`src/rtl/cia_pkg.sv`:
```
// Shared definitions for the CIA interval timer: count-source encoding and
// control-register bit positions. CIA_TIMER_PBOUT_EN widens the control
// register with the PB output controls.
package cia_pkg;

  typedef enum logic [1:0] {
    CIA_IN_PHI2     = 2'd0,
    CIA_IN_CNT      = 2'd1,
    CIA_IN_CASC     = 2'd2,
    CIA_IN_CASC_CNT = 2'd3
  } cia_inmode_e;

  localparam int CR_START     = 0;
  localparam int CR_ONESHOT   = 1;
  localparam int CR_FORCE     = 2;
  localparam int CR_INMODE_LO = 3;
  localparam int CR_INMODE_HI = 4;
`ifdef CIA_TIMER_PBOUT_EN
  localparam int CR_PBMODE    = 5;
  localparam int CR_PBON      = 6;
  localparam int CR_W         = 7;
`else
  localparam int CR_W         = 5;
`endif

endpackage

```
`src/rtl/cia_cnt_edge.sv`:
```
// CNT pin conditioning: two-flop synchroniser on clk followed by a
// rising-edge detector that compares the current and previous tick samples.
module cia_cnt_edge (
  input  logic clk,
  input  logic reset,
  input  logic phi2_en,
  input  logic cnt_pin,
  output logic cnt_hi,
  output logic cnt_rise
);

  logic [1:0] sync_q;
  logic       prev_q;

  // Bring the asynchronous pin into the clk domain.
  always_ff @(posedge clk or posedge reset) begin
    // NOTE: sequential state always uses non-blocking assignment so every
    // flop samples pre-edge values regardless of statement order.
    if (reset) sync_q <= 2'b00;
    else       sync_q <= {sync_q[0], cnt_pin};
  end

  // Remember the level seen at the previous PHI2 tick.
  always_ff @(posedge clk or posedge reset) begin
    if (reset)        prev_q <= 1'b0;
    else if (phi2_en) prev_q <= sync_q[1];
  end

  assign cnt_hi   = sync_q[1];
  assign cnt_rise = phi2_en & sync_q[1] & ~prev_q;

endmodule

```
`src/rtl/cia_timer_gen.sv`:
```
// CIA interval timer: WIDTH-bit down-counter with reload latch, one-shot and
// continuous modes, force-load, four count sources and an underflow pulse.
// Optional feature macro: CIA_TIMER_PBOUT_EN (adds pbmode/pbon and pb_out).
module cia_timer_gen
  import cia_pkg::*;
#(
  parameter int               WIDTH     = 16,
  parameter logic [WIDTH-1:0] LATCH_RST = '1
) (
  input  logic             clk,
  input  logic             reset,
  input  logic             phi2_en,
  input  logic             latch_wr,
  input  logic [WIDTH-1:0] latch_din,
  input  logic             cr_wr,
  input  logic [CR_W-1:0]  cr_din,
  input  logic             cnt_pin,
  input  logic             casc_in,
  output logic [WIDTH-1:0] count,
`ifdef CIA_TIMER_PBOUT_EN
  output logic             pb_out,
`endif
  output logic             underflow,
  output logic             running
);

  logic [WIDTH-1:0] latch_q, count_q;
  logic             start_q, oneshot_q, underflow_q;
  cia_inmode_e      inmode_q;

  // Writes that arrive between ticks wait here until the next tick.
  logic             pend_lw_q, pend_cw_q;
  logic [WIDTH-1:0] pend_lv_q;
  logic [CR_W-1:0]  pend_cv_q;

  logic             lw_eff, cw_eff;
  logic [WIDTH-1:0] lv_eff, latch_src;
  logic [CR_W-1:0]  cv_eff;
  logic             cnt_hi, cnt_rise;
  logic             ev, count_ev, force_ld, uf;

  logic [WIDTH-1:0] latch_n, count_n;
  logic             start_n, oneshot_n;
  cia_inmode_e      inmode_n;

  cia_cnt_edge u_cnt_edge (
    .clk      (clk),
    .reset    (reset),
    .phi2_en  (phi2_en),
    .cnt_pin  (cnt_pin),
    .cnt_hi   (cnt_hi),
    .cnt_rise (cnt_rise)
  );

  // Merge live and pending writes, pick the count event, decide this tick's action.
  always_comb begin
    // NOTE: every output of this block gets a default first so no path can
    // leave a variable unassigned and infer a latch.
    lw_eff    = latch_wr | pend_lw_q;
    lv_eff    = latch_wr ? latch_din : pend_lv_q;
    cw_eff    = cr_wr | pend_cw_q;
    cv_eff    = cr_wr ? cr_din : pend_cv_q;
    latch_src = lw_eff ? lv_eff : latch_q;   // write-through on reload

    ev = 1'b0;
    unique case (inmode_q)
      CIA_IN_PHI2:     ev = 1'b1;
      CIA_IN_CNT:      ev = cnt_rise;
      CIA_IN_CASC:     ev = casc_in;
      CIA_IN_CASC_CNT: ev = casc_in & cnt_hi;
      default:         ev = 1'b0;
    endcase

    count_ev = start_q & ev;
    force_ld = cw_eff & cv_eff[CR_FORCE];
    uf       = count_ev & ~force_ld & (count_q == '0);

    latch_n   = latch_src;
    count_n   = count_q;
    start_n   = start_q;
    oneshot_n = oneshot_q;
    inmode_n  = inmode_q;

    if (force_ld || uf)          count_n = latch_src;
    else if (count_ev)           count_n = count_q - 1'b1;
    else if (lw_eff && !start_q) count_n = lv_eff;

    if (cw_eff) begin
      start_n   = cv_eff[CR_START];
      oneshot_n = cv_eff[CR_ONESHOT];
      inmode_n  = cia_inmode_e'(cv_eff[CR_INMODE_HI:CR_INMODE_LO]);
    end else if (uf && oneshot_q) begin
      start_n = 1'b0;
    end
  end

  // Timer state advances only on PHI2 ticks.
  always_ff @(posedge clk or posedge reset) begin
    if (reset) begin
      latch_q   <= LATCH_RST;
      count_q   <= LATCH_RST;
      start_q   <= 1'b0;
      oneshot_q <= 1'b0;
      inmode_q  <= CIA_IN_PHI2;
    end else if (phi2_en) begin
      latch_q   <= latch_n;
      count_q   <= count_n;
      start_q   <= start_n;
      oneshot_q <= oneshot_n;
      inmode_q  <= inmode_n;
    end
  end

  // Hold off-tick writes; a tick consumes them, a newer write replaces them.
  always_ff @(posedge clk or posedge reset) begin
    if (reset) begin
      pend_lw_q <= 1'b0;
      pend_cw_q <= 1'b0;
      pend_lv_q <= '0;
      pend_cv_q <= '0;
    end else if (phi2_en) begin
      pend_lw_q <= 1'b0;
      pend_cw_q <= 1'b0;
    end else begin
      if (latch_wr) begin
        pend_lw_q <= 1'b1;
        pend_lv_q <= latch_din;
      end
      if (cr_wr) begin
        pend_cw_q <= 1'b1;
        pend_cv_q <= cr_din;
      end
    end
  end

  // Underflow pulse lasts exactly the clk cycle after the underflow tick.
  always_ff @(posedge clk or posedge reset) begin
    if (reset) underflow_q <= 1'b0;
    else       underflow_q <= phi2_en & uf;
  end

`ifdef CIA_TIMER_PBOUT_EN
  logic pbmode_q, pbon_q, toggle_q;

  // PB output controls and the underflow toggle flop.
  always_ff @(posedge clk or posedge reset) begin
    if (reset) begin
      pbmode_q <= 1'b0;
      pbon_q   <= 1'b0;
      toggle_q <= 1'b0;
    end else if (phi2_en) begin
      if (cw_eff) begin
        pbmode_q <= cv_eff[CR_PBMODE];
        pbon_q   <= cv_eff[CR_PBON];
      end
      if (cw_eff && cv_eff[CR_START] && !start_q) toggle_q <= 1'b1;
      else if (uf)                                toggle_q <= ~toggle_q;
    end
  end

  assign pb_out = pbon_q & (pbmode_q ? toggle_q : underflow_q);
`endif

  assign count     = count_q;
  assign underflow = underflow_q;
  assign running   = start_q;

endmodule

```
`config.mk`:
```
export PLATFORM = sky130hd
export DESIGN_NAME = cia_timer_gen
export DESIGN_NICKNAME = d
export VERILOG_FILES = /design/src/rtl/cia_pkg.sv /design/src/rtl/cia_cnt_edge.sv /design/src/rtl/cia_timer_gen.sv
export SDC_FILE = /design/constraint.sdc
export NUM_CORES = 1
export LEC_CHECK = 0
export CORE_MARGIN = 2
export CORE_UTILIZATION = 24
export CTS_CLUSTER_SIZE = 28
export DETAILED_ROUTE_END_ITERATION = 10
export PLACE_DENSITY = 0.45
export SYNTH_ARGS = -nofsm -noshare
export SYNTH_HDL_FRONTEND = slang
export SYNTH_SLANG_ARGS = --single-unit
```
`constraint.sdc`:
```
create_clock -name clk -period 3 [get_ports clk]
set_input_delay 0.75 -clock clk [delete_from_list [all_inputs] [get_ports clk]]
set_output_delay 0.75 -clock clk [all_outputs]
set_load 0.1 [all_outputs]
```
==> metrics, run 1 <==
outcome=finished, final reports clean; fillers=1518; Hold Path Stages=0; TritonCTS clock tree=done; CP startpoint=phi2_en; P&R area growth vs syn=26.7%; Rel. slew slack=0.614; Worst setup EP type=flop; starting density of the core=0.244; Lkg Pwr=1.81 nW; total negative setup slack=0 ps; Die ar.=0.0157 mm^2; post-synth cell types=49; HP Start=u_cnt_edge.sync_q[0]; area of the mapped netlist=0.00352 mm^2; Syn Inst Count=343; final hold violations=0; clk slew on worst S/H paths=50 ps; Worst Skew=6.12 ps; DR WL/cell=15.5 um; Remaining DRCs=0; Max Cap Viol=0; Worst Setup Start Kind=input port; Primary FF master, synth=dfstp_2; asr flop ratio synth=1.00; reg2reg start=count[0]; placeable core area=0.0144 mm^2; share of cells above drive strength 1=0.306; initial antenna violation count=0; antenna violation net count after detailed routing=0; WS Path Type=input port to flop; RSZ-0062 raised after global routing=false; Rows=44; Worst EP required=3260 ps; H-Tree Level Count=3; Total Wirelength=8970 um; Port Buf Inserts=45; CTS sink count=63; period utilization=0.794; DRT iter0 DRCs=173; clk_lat worst skew=330 ps; # IOs=46; DRT Pass-1 Iters=4; die height=125 um; Synth Net Count=373; number of flops mapped to enable cells by yosys=0; Least-Margin Pin Slew=579 ps; Design Power=3.75 mW; Detailed Place HPWL=6200 um; sequential fraction of the synthesis area=0.459; Resized cells post-CTS=0; post-route minimum period=2380 ps; vias in the first global route=2773; syn avg cell area=10.3 um^2; Die Span X=125 um; Placer Congestion=0.728; Hold Slack=346 ps; Crit Path Max Fanout=16; flop and latch count out of synthesis=63; Worst Hold Class=flop to flop; CTS Buffer Depth=2; maximum vdd drop=0.000341 V; cts hold-fix bufs=0; GR Overflow Total=0; crit path DAT=2640 ps; most frequent cells in the layout=34 x nor2_1, 34 x mux2_2, 32 x nand2_1, 32 x dfstp_2, 31 x dfrtp_1; # setup viols final=0; synthesis warning total=0; Post-CTS Setup Bufs=0; Total GRT Usage=0.122; largest net degree at the start of global routing=64; first-pass GRT wire length=15000 um; Cell Pwr Density=841 mW/mm^2; routed vias=2696; CTS Buf Count=9; Final Slew Violations=0; CTS root buffer=clkbuf_16; maximum operating frequency=420 MHz; NumNets Final=421; number of vias per cell=4.65; R2R depth=8; diode count=0
[routing by layer]
| metal | part of all wire | track usage | wire (um) |
|---|---|---|---|
| met1 | 0.47 | 0.158 | 4210 |
| met4 | 0.019 | 0.0471 | 170 |
| met2 | 0.48 | 0.198 | 4290 |
| met3 | 0.033 | 0.0282 | 299 |
| met5 | 0 | 0 | 0 |
[path summary, 6_finish.rpt]
kind,endpoint,slack [ps]
max,count[6],620
min,u_cnt_edge.sync_q[1],350
max reg2reg,count[14],950
min reg2reg,u_cnt_edge.sync_q[1],350
max in group asynchronous,latch_q[10],1850
min in group asynchronous,pend_lv_q[7],810
[Yosys cell counts, types with 3 or more instances]
library cell	number	area [um^2]
xnor2_1	6	52.6
inv_1	13	48.8
nand3_1	4	20.0
dfrtp_1	31	776
o21ai_0	21	105
a31oi_1	13	81.3
nor2_1	34	128
clkbuf_1	11	41.3
a21oi_1	10	50.1
nand2b_1	8	50.1
nand2_1	32	120
buf_2	6	30.0
mux2i_1	26	260
xor2_1	5	43.8
mux2_2	34	383
dfstp_2	32	841
a211o_1	5	43.8
a311o_1	4	40.0
and3_1	4	25.0
a22o_1	4	35.0
nor2b_1	3	18.8
nor3_1	4	20.0
[sequential cells by signal (all words and copies together), names as in the netlist]
signal,cells
inmode_q,2
underflow,1
pend_cv_q,5
pend_cw_q,1
u_cnt_edge.sync_q,2
pend_lv_q,16
u_cnt_edge.prev_q,1
running,1
pend_lw_q,1
latch_q,16
oneshot_q,1
count,16
[per-stage QoR]
stage	setup WS (ps)	utilization	instances	area, um^2
2_1_floorplan	733	-	343	3520
3_3_place_gp	307	0.289	564	4170
3_5_place_dp	267	0.289	564	4170
4_1_cts	592	0.309	580	4460
5_1_grt	464	0.309	580	4460
6_report	618	0.309	580	4460
[cell type report]
class / instances / area [um^2] / area share
repair buffers: 57 / 520 / 0.117
well taps: 184 / 230 / 0.0516
clock buffers: 12 / 246 / 0.0553
multi-input cells: 247 / 1750 / 0.393
flip-flops and latches: 63 / 1620 / 0.362
clock inverters: 4 / 45.0 / 0.0101
inverters: 13 / 48.8 / 0.0109
[critical path, cell delays in order]
cell and delay [ps]:
clkdlybuf4s50_1 420, nor2b_1 130, o21ai_1 190, a21o_1 530
nor2_1 120, a311o_1 340, a31oi_1 160
[power by group]
part	switching, mW	total, mW	internal, mW
logic	0.953	1.39	0.433
clock network	0.371	1.03	0.661
registers	0.216	1.33	1.12
[cell families (layout without fill, tap and decap cells)]
| group | count (synthesis) | after routing | synth area share |
|---|---|---|---|
| buffers and inverters | 33 | 86 | 0.0430 |
| xor gates and xnor gates | 11 | 11 | 0.0274 |
| AOI/OAI and AO/OA | 73 | 73 | 0.139 |
| muxes | 60 | 60 | 0.183 |
| adders and majority gates | 2 | 2 | 0.00711 |
| DFF | 63 | 63 | 0.459 |
| and+or+nand+nor | 101 | 101 | 0.142 |
Power figures use the tool's default switching activity.
==> inputs of run 2 (changes only) <==
Settings changed: PLACE_DENSITY 0.45 to 0.47.
Clock period 3 ns to 2 ns, I/O delays scaled along.
==> metrics, run 2 (synthesis results as in run 1) <==
outcome=finished, final reports clean (unchanged); die height=125 um (unchanged); Least-Margin Pin Slew=503 ps (was 579 ps); Total GRT Usage=0.124 (was 0.122); share of cells above drive strength 1=0.414 (was 0.306); antenna violation net count after detailed routing=0 (unchanged); Cell Pwr Density=1240 mW/mm^2 (was 841 mW/mm^2); P&R area growth vs syn=47.9% (was 26.7%); Worst Setup Start Kind=flop (was input port); TritonCTS clock tree=done (unchanged); CTS sink count=63 (unchanged); NumNets Final=462 (was 421); Worst setup EP type=flop (unchanged); Detailed Place HPWL=6500 um (was 6200 um); RSZ-0062 raised after global routing=true (was false); CTS Buffer Depth=2 (unchanged); # setup viols final=0 (unchanged); Die Span X=125 um (unchanged); number of vias per cell=4.67 (was 4.65); DR WL/cell=15.4 um (was 15.5 um); final hold violations=0 (unchanged); first-pass GRT wire length=15400 um (was 15000 um); GR Overflow Total=0 (unchanged); Hold Slack=348 ps (was 346 ps); DRT iter0 DRCs=112 (was 173); Worst Skew=4.61 ps (was 6.12 ps); clk slew on worst S/H paths=60 ps (was 50 ps); placeable core area=0.0144 mm^2 (unchanged); Worst Hold Class=flop to flop (unchanged); starting density of the core=0.244 (unchanged); CTS root buffer=clkbuf_16 (unchanged); Max Cap Viol=0 (unchanged); WS Path Type=flop to flop (was input port to flop); CTS Buf Count=9 (unchanged); Rows=44 (unchanged); most frequent cells in the layout=45 x buf_4, 34 x nor2_1, 34 x mux2_2, 30 x nand2_1, 30 x dfrtp_1 (was 34 x nor2_1, 34 x mux2_2, 32 x nand2_1, 32 x dfstp_2, 31 x dfrtp_1); diode count=0 (unchanged); Rel. slew slack=0.661 (was 0.614); commonest non-fill, non-tap cell in the layout=buf_4; maximum operating frequency=511 MHz; Port Buf Inserts=45 (unchanged); post-route minimum period=1960 ps; DRT Pass-1 Iters=4 (unchanged); initial antenna violation count=0 (unchanged); Remaining DRCs=0 (unchanged); Crit Path Max Fanout=4 (was 16); Worst EP required=2200 ps (was 3260 ps); Lkg Pwr=2.15 nW (was 1.81 nW); Post-Layout Cell Count=621 (was 580); clk_lat worst skew=330 ps (about the same); routed vias=2899 (was 2696); period utilization=0.979; DP Cell Count=594 (was 564); Final Core Density=0.361 (was 0.309); crit path DAT=2160 ps (was 2640 ps); largest net degree at the start of global routing=63 (was 64); Die ar.=0.0157 mm^2 (unchanged); Total Wirelength=9580 um (was 8970 um); # IOs=46 (unchanged); Final Slew Violations=0 (unchanged); vias in the first global route=2935 (was 2773); H-Tree Level Count=3 (unchanged); Placer Congestion=0.749 (was 0.728); maximum vdd drop=0.000557 V (was 0.000341 V)
## run 2: cell count changes in the layout (fill, tap and decap cells not counted), sizes merged
cell	before	now
clkdlybuf4s50	27	26
dlymetal6s2s	0	1
clkbuf	12	9
inv	13	15
clkinvlp	0	3
clkinv	3	1
buf	30	68
a21o	2	5
## run 2: critical path, stage by stage (launching register included)
cell	delay (ps)
dfstp_4	470
nor4_4	380
nand4_4	160
nor3_4	260
buf_4	180
and4_4	230
a21bo_4	120
a22oi_2	40
## run 2: per-layer routing
metal	wire [um]	GRT usage	up-vias
met3	220	0.0261	11
met5	0	0	-
li1	-	-	1415
met1	4420	0.159	1431
met2	4800	0.209	42
met4	140	0.0366	0
## run 2: report_power, final
group / leakage [nW] / internal, mW / switching, mW
combinational: 1.30 / 1.18 / 1.65
sequential: 0.707 / 1.73 / 0.304
clock: 0.143 / 0.979 / 0.623
total: 2.15 / 3.89 / 2.58
## run 2: worst paths after layout
kind                                        end  cells past startpoint  slack (ps)                  from
max in group asynchronous            latch_q[8]                      3        1050                 reset
min in group asynchronous          pend_lv_q[3]                      2         390                 reset
setup reg to reg                        running                      7          40              count[8]
hold reg to reg            u_cnt_edge.sync_q[1]                      0         350  u_cnt_edge.sync_q[0]
hold / removal             u_cnt_edge.sync_q[1]                      0         350  u_cnt_edge.sync_q[0]
setup / recovery                        running                      7          40              count[8]
## run 2: cell type report
type | count | area [um^2]
sequential | 63 | 1660
inverter | 13 | 57.6
fill | 1488 | 9220
timing repair buffer | 95 | 1040
multi-input combinational | 250 | 1910
tap | 184 | 230
clock buffer | 9 | 225
clock inverter | 7 | 80.1
## run 2: repair_timing
item / 4_1_cts / 5_1_grt
endpoints found under the hold margin: 0 / 0
gates resized for setup: 4 / 21
endpoints found under the setup margin: 5 / 17
pin swaps: 4 / 16
buffers inserted: 1 / 7
hold buffers: 0 / 0
gates cloned: 1 / 2
## run 2: metrics by stage
stage               cell area [um^2]  total power, mW  setup WS (ps)  TNS, ps
floorplan                       3590             3.70           2.10        0
global placement                4690             4.72           -285    -6840
detailed placement              4690             4.76           -340    -7530
CTS                             5030             6.42          -27.1    -66.0
global route                    5210             6.78          -62.6     -399
finish                          5210             6.46           41.7        0
